$ cat src/rtl/scan_seq_ctrl.sv
// rtl/scan_seq_ctrl.sv - scan/readout sequencer from result store to UART TX (optional macro SCAN_CONTINUOUS_EN)
module scan_seq_ctrl #(
  parameter int ROWS   = 64,
  parameter int COLS   = 64,
  parameter int ADDR_W = 14,
  parameter int RD_LAT = 2
) (
  input  logic              clk,
  input  logic              rst,
  input  logic              start,
  input  logic [7:0]        rd_data,
  input  logic              tx_ready,
  output logic [ADDR_W-1:0] read_select,
  output logic              scan_start,
  output logic [7:0]        tx_data,
  output logic              tx_valid,
  output logic              row_last,
  output logic              busy,
  output logic              done
);

  localparam int DEPTH = ROWS * COLS;
  localparam logic [ADDR_W-1:0] LAST_ADDR = ADDR_W'(DEPTH - 1);
  localparam logic [ADDR_W-1:0] LAST_COL  = ADDR_W'(COLS - 1);
  // Index of the last latency cycle: the WAIT state spans RD_LAT edges after
  // the address step, so rd_data is captured on the edge where lat_cnt hits this.
  localparam logic [3:0]        LAT_LAST  = 4'(RD_LAT - 1);

  typedef enum logic [2:0] {
    IDLE,
    LAUNCH,
    WAIT,
    SEND,
    FINISH
  } state_t;

  state_t            state;
  logic              start_d;
  logic [3:0]        lat_cnt;
  logic [ADDR_W-1:0] col_cnt;
  logic              start_edge;

  // start_d clears in reset, so a start held through reset release is an edge.
  assign start_edge = start & ~start_d;

  // Scan sequencer: every output is registered and updated on the edge that leaves a state.
  always_ff @(posedge clk) begin
    if (rst) begin
      state       <= IDLE;
      start_d     <= 1'b0;
      lat_cnt     <= '0;
      col_cnt     <= '0;
      read_select <= '0;
      tx_data     <= '0;
      tx_valid    <= 1'b0;
      row_last    <= 1'b0;
      scan_start  <= 1'b0;
      busy        <= 1'b0;
      done        <= 1'b0;
    end else begin
      start_d    <= start;
      scan_start <= 1'b0;
      done       <= 1'b0;
      case (state)
        IDLE: begin
          // Edges seen in any other state fall through here and are dropped.
          if (start_edge) begin
            state <= LAUNCH;
          end
        end
        LAUNCH: begin
          scan_start  <= 1'b1;
          busy        <= 1'b1;
          read_select <= '0;
          col_cnt     <= '0;
          lat_cnt     <= '0;
          state       <= WAIT;
        end
        WAIT: begin
          if (lat_cnt == LAT_LAST) begin
            tx_data  <= rd_data;
            tx_valid <= 1'b1;
            row_last <= (col_cnt == LAST_COL);
            state    <= SEND;
          end else begin
            lat_cnt <= lat_cnt + 4'd1;
          end
        end
        SEND: begin
          // tx_data/row_last stay frozen until the UART takes the byte.
          if (tx_ready) begin
            tx_valid <= 1'b0;
            row_last <= 1'b0;
            lat_cnt  <= '0;
            if (read_select == LAST_ADDR) begin
              state <= FINISH;
            end else begin
              read_select <= read_select + 1'b1;
              col_cnt     <= (col_cnt == LAST_COL) ? '0 : col_cnt + 1'b1;
              state       <= WAIT;
            end
          end
        end
        FINISH: begin
          // read_select is left at the last address until the next LAUNCH.
          done <= 1'b1;
          busy <= 1'b0;
`ifdef SCAN_CONTINUOUS_EN
          state <= start ? LAUNCH : IDLE;
`else
          state <= IDLE;
`endif
        end
        default: begin
          state <= IDLE;
        end
      endcase
    end
  end

endmodule

$ cat config.mk
export PLATFORM = sky130hd
export DESIGN_NAME = scan_seq_ctrl
export DESIGN_NICKNAME = d
export VERILOG_FILES = /design/src/rtl/scan_seq_ctrl.sv
export SDC_FILE = /design/constraint.sdc
export NUM_CORES = 1
export LEC_CHECK = 0
export BUFFER_PORTS_ARGS = -buffer_cell sky130_fd_sc_hd__buf_2
export CORE_MARGIN = 2
export CORE_UTILIZATION = 50
export DETAILED_ROUTE_END_ITERATION = 8
export PLACE_DENSITY = 0.74
export SLEW_MARGIN = 15
export SYNTH_ARGS = -nofsm -noshare
export SYNTH_HDL_FRONTEND = slang
export SYNTH_SLANG_ARGS = --single-unit
$ cat constraint.sdc
create_clock -name clk -period 2.9 [get_ports clk]
set_clock_uncertainty 0.1 [all_clocks]
set_input_delay 0.145 -clock clk [delete_from_list [all_inputs] [get_ports clk]]
set_output_delay 0.145 -clock clk [all_outputs]
set_load 0.1 [all_outputs]
# Word level (Yosys, flattened, before mapping)

Cells that the tools add are included.

ROM bits: 0
Latch bits: 0
Memory bits (writable): 0
Memories: 0
Bits in registers: 49
Word-level logic and storage cells: 61

Shift operators: 0
$lt $le $gt $ge: 0
Eq/ne operators: 12
Reductions and logical operators: 10
Add/subtract/negate cells: 3
Div/mod/pow operators: 0
Bitwise logic cells: 2
Multipliers: 0
Multiplexer cells: 23

Operators by type and width:

| operator                                                           | number |
|---|---|
| 14-bit 2-to-1 mux                                                  | 5 |
| 14-bit one-hot mux with 2 select lines                             | 2 |
| 14-bit by 1-bit adder with 14-bit output (second input constant)   | 2 |
| 14-bit by 12-bit == test with 1-bit output (second input constant) | 1 |
| 14-bit by 6-bit == test with 1-bit output (second input constant)  | 1 |
| 3-bit 2-to-1 mux                                                   | 4 |
| 3-bit one-hot mux with 4 select lines                              | 1 |
| 4-bit one-hot mux with 3 select lines                              | 1 |
| 3-bit AND reduction                                                | 4 |
| 2-bit inequality test (second input constant)                      | 5 |
| 4-bit 2-to-1 mux                                                   | 2 |
| 3-bit by 2-bit == test with 1-bit output (second input constant)   | 2 |
| 1-bit one-hot mux with 2 select lines                              | 3 |
| 2-bit nonzero test                                                 | 3 |
| 1-bit 2-to-1 mux                                                   | 5 |
| 4-bit by 1-bit adder with 4-bit output (second input constant)     | 1 |
| 4-bit by 1-bit == test with 1-bit output (second input constant)   | 1 |
| 3-bit by 1-bit == test with 1-bit output (second input constant)   | 1 |
| 3-bit == test (second input constant)                              | 1 |
| 3-bit zero test                                                    | 1 |
| 3-bit nonzero test                                                 | 1 |
| 2-bit AND reduction                                                | 1 |
| 1-bit AND                                                          | 1 |
| 1-bit inverter                                                     | 1 |

# Depth between registers and ports, before layout

Depth in word-level cells: 5
Gate-level depth with buffers: 8

# Least setup slack after synthesis

Ideal clock, no wire load.

Path kind: register to register
From: reg read_select[0]
To: reg read_select[10]
Library setup time: 0.127 ns
Stages on the path, launching flop included: 9
Required time: 2.673 ns
Arrival: 2.732 ns
Clock period less this slack: 2.959 ns
Slack: -0.059 ns
Path through: dfxtp_1 -> ha_1 -> nand4_2 -> or4_4 -> buf_6 -> o21a_1 -> buf_6 -> a31oi_1 -> a21oi_1

Cells in the longest elaborated chain, start to end: 4

Ends and longest elaborated chain:

| item                                     | line | source |
|---|---|---|
| start: declaration                       | 13   | `output logic [ADDR_W-1:0] read_select,` |
| start signal: assignment                 | 98   | `read_select <= read_select + 1'b1;` |
| 14-bit by 1-bit adder with 14-bit output | 98   |  |
| 14-bit 2-to-1 mux                        | 95   | `if (read_select == LAST_ADDR) begin` |
| 14-bit 2-to-1 mux                        | 91   | `if (tx_ready) begin` |
| 14-bit one-hot mux with 2 select lines   | 64   | `case (state)` |

Several ways; a longest one is shown, not always the timed one. The select of a mux whose other input is x is not followed.
A chain may end at the register's enable or synchronous reset.

# Worst setup path after layout

Same ends and word-level chain as after synthesis.

==> results.txt <==
CP startpoint = read_select[0]
critical path's largest stage delay = 620 ps
post-route cell area = 2830 um^2
Post-Synth Simple-Gate Area = 28.9%
antenna diode count = 0
ys async rst share = 0%
fillcell total = 411
yosys warns = 0
post-DP HPWL = 4.00 mm
Placeable Area = 4690 um^2
Finished Core Util = 60.2%
DR WL/cell = 15.2 um
Final Non-Filler Cells = 388
Root Buffer = clkbuf_8
hold path start = tx_ready
Synth Area in XOR/XNOR = 2.19%
Post-Route WL = 5.89 mm
drt pass-1 iters = 4
distinct cell type count of the synthesized netlist = 53
Crit. End Element = flop
buffer depth of the longest clock path = 2
most frequent cells in the layout = dfxtp_1 (47), nor2_1 (42), buf_2 (38)
R2R Path Start = read_select[0]
Min-Delay Path Class = in2reg
TritonCTS clock tree = yes
Sink Count = 49
syn_area_per_cell = 8.35 um^2
postcts setup bufs = 0
total power = 1.67 mW
Placed Cells = 371
Cell Area, Synth = 2400 um^2
final antenna-violating net count = 0
DR vias = 2,270
# DRC = 0
Final WS setup = 619 ps
final hold vios = 0
Max Cap Violations = 0
reg2reg end = read_select[10]
most common cell after layout, fill and taps aside = dfxtp_1
Leak Pwr = 1.15 nW
setup tns final = 0 ps
io pins = 39
Slew Viols, Final = 0
Power Dens Cells = 590 nW/um^2
Fin Hold WS = 42.7 ps
CTS Hold Bufs = 9
register area = 983 um^2
multi-input logic area = 1330 um^2
fmax = 438 MHz
Inserted Clock Buffers = 5
complex-gate fraction of the synthesized area = 18.5%
syn_nets = 304
initial antenna violation count = 0
VDD IR-drop max = 0.434 mV
synthesis-to-finish area growth = 17.5%
DR iter-0 viols = 198
largest net degree at the start of global routing = 29
vias in the first global route = 2,026
die width = 73.3 um
final period utilization = 78.6%
FF-to-FF path depth = 6
H-tree Lvls = 2
mux share of post-synthesis cell area = 3.75%
# setup viols final = 0
worst slew pin tran = 571 ps
worst rel slew slack = 61.8%
r2r setup slk = 620 ps
global router's overall resource usage = 23.4%
main combinational cell family by area after synthesis = simple AND/OR/NAND/NOR gates
Synth Area in Adders = 2.08%
worst-path maximum fanout = 10
Die H = 73.3 um
WP data required = 3000 ps
Seq/Total Area, Yosys = 40.8%
share of layout cells above drive strength 1 = 18.0%
run status = finished, final reports clean
RSZ-0062 raised after global routing = false
RD Place Congestion = 0.872
post-synthesis register bit count = 49
Die ar. = 5380 um^2
pre-CTS setup slack = 648 ps
Overflow after GRT = 0
ys flop type = dfxtp_1
row cnt = 25
Synth Instances = 288
Startpoint Class = flop
first-pass GRT wire length = 9.61 mm
Via-to-Cell Ratio = 5.85
Placed Instance Area = 2620 um^2
WP data arrival = 2380 ps
Worst-path clk slew = 100 ps
Post-synth EDFFs = 0
slowest CP cell = or4_4
worst path cell trace = ha_1 -> nand4_2 -> or4_4 -> o21a_1 -> a31oi_1 -> a21oi_1
Port Buffers = 38
clock network latency to the later pin of the worst-skew pair = 320 ps
Worst Path Class, Setup = reg2reg
Hold Crit Depth = 3
Initial Utilization = 51.2%
Resized cells post-CTS = 0
min cycle time layout = 2280 ps
Hold Crit Endpoint = col_cnt[7]
final net count = 349
-- cells by family after synthesis --
kind of cell    count (synthesis)
compound gates                 67
xor+xnor                        6
fa+ha+maj                       4
buf+inv                        19
flops                          49
mux                             9
simple gates                  134
-- cell usage after synthesis (all sizes together), types with 5 or more instances --
master   n  area share (%)
dfxtp   49              41
nor2    42             6.6
nand2   22             3.4
a21oi   19             4.0
o21ai   17             3.7
nand3   14             2.9
nor3    12             2.5
mux2i    9             3.7
inv      8             1.2
clkbuf   7             1.1
nand4    6             1.8
nor4     6             2.2
a31oi    5             1.3
and3     5             1.3
nand2b   5             1.3
or4      5             1.7
xnor2    5             1.8
-- power by group --
part | internal (mW) | switching, mW | leakage [nW]
Combinational | 0.122 | 0.277 | 0.702
Clock | 0.258 | 0.251 | 0.0543
Sequential | 0.711 | 0.0470 | 0.397
Total | 1.09 | 0.575 | 1.15
-- cell type report --
class | instances | area share, %
Tap cell | 54 | 2.39
Sequential cell | 49 | 34.8
Inverter | 8 | 1.06
Clock inverter | 3 | 1.64
Multi-Input combinational cell | 220 | 47.2
Clock buffer | 5 | 2.44
Timing Repair Buffer | 49 | 10.5
-- layer usage --
layer,wire [um],track usage (%)
met5,0,0
met1,2730,31.7
met3,410,3.84
met2,2660,36.3
met4,91,10.9
-- worst max path at each step --
stage                                  to  depth (start not counted)  slack [ps]
after floorplan           read_select[10]                          7         170
after global placement     read_select[8]                          6         710
after detailed placement  read_select[10]                          6         650
after CTS                 read_select[10]                          6         630
after global routing       read_select[6]                          5         480
final                     read_select[10]                          6         620
-- critical path: cells and delay by family, from the launching register on --
family / cells / cell delay, ps
and+or+nand+nor: 2 / 790
AOI/OAI and AO/OA: 3 / 640
DFF: 1 / 380
adders and majority gates: 1 / 240
-- sequential cells by signal (all words and copies together), names as in the netlist --
signal and count:
col_cnt 14, read_select 14, tx_data 8, lat_cnt 4, state 3, busy 1
done 1, row_last 1, scan_start 1, start_d 1, tx_valid 1
No activity file was read; power rests on OpenSTA's default activity.
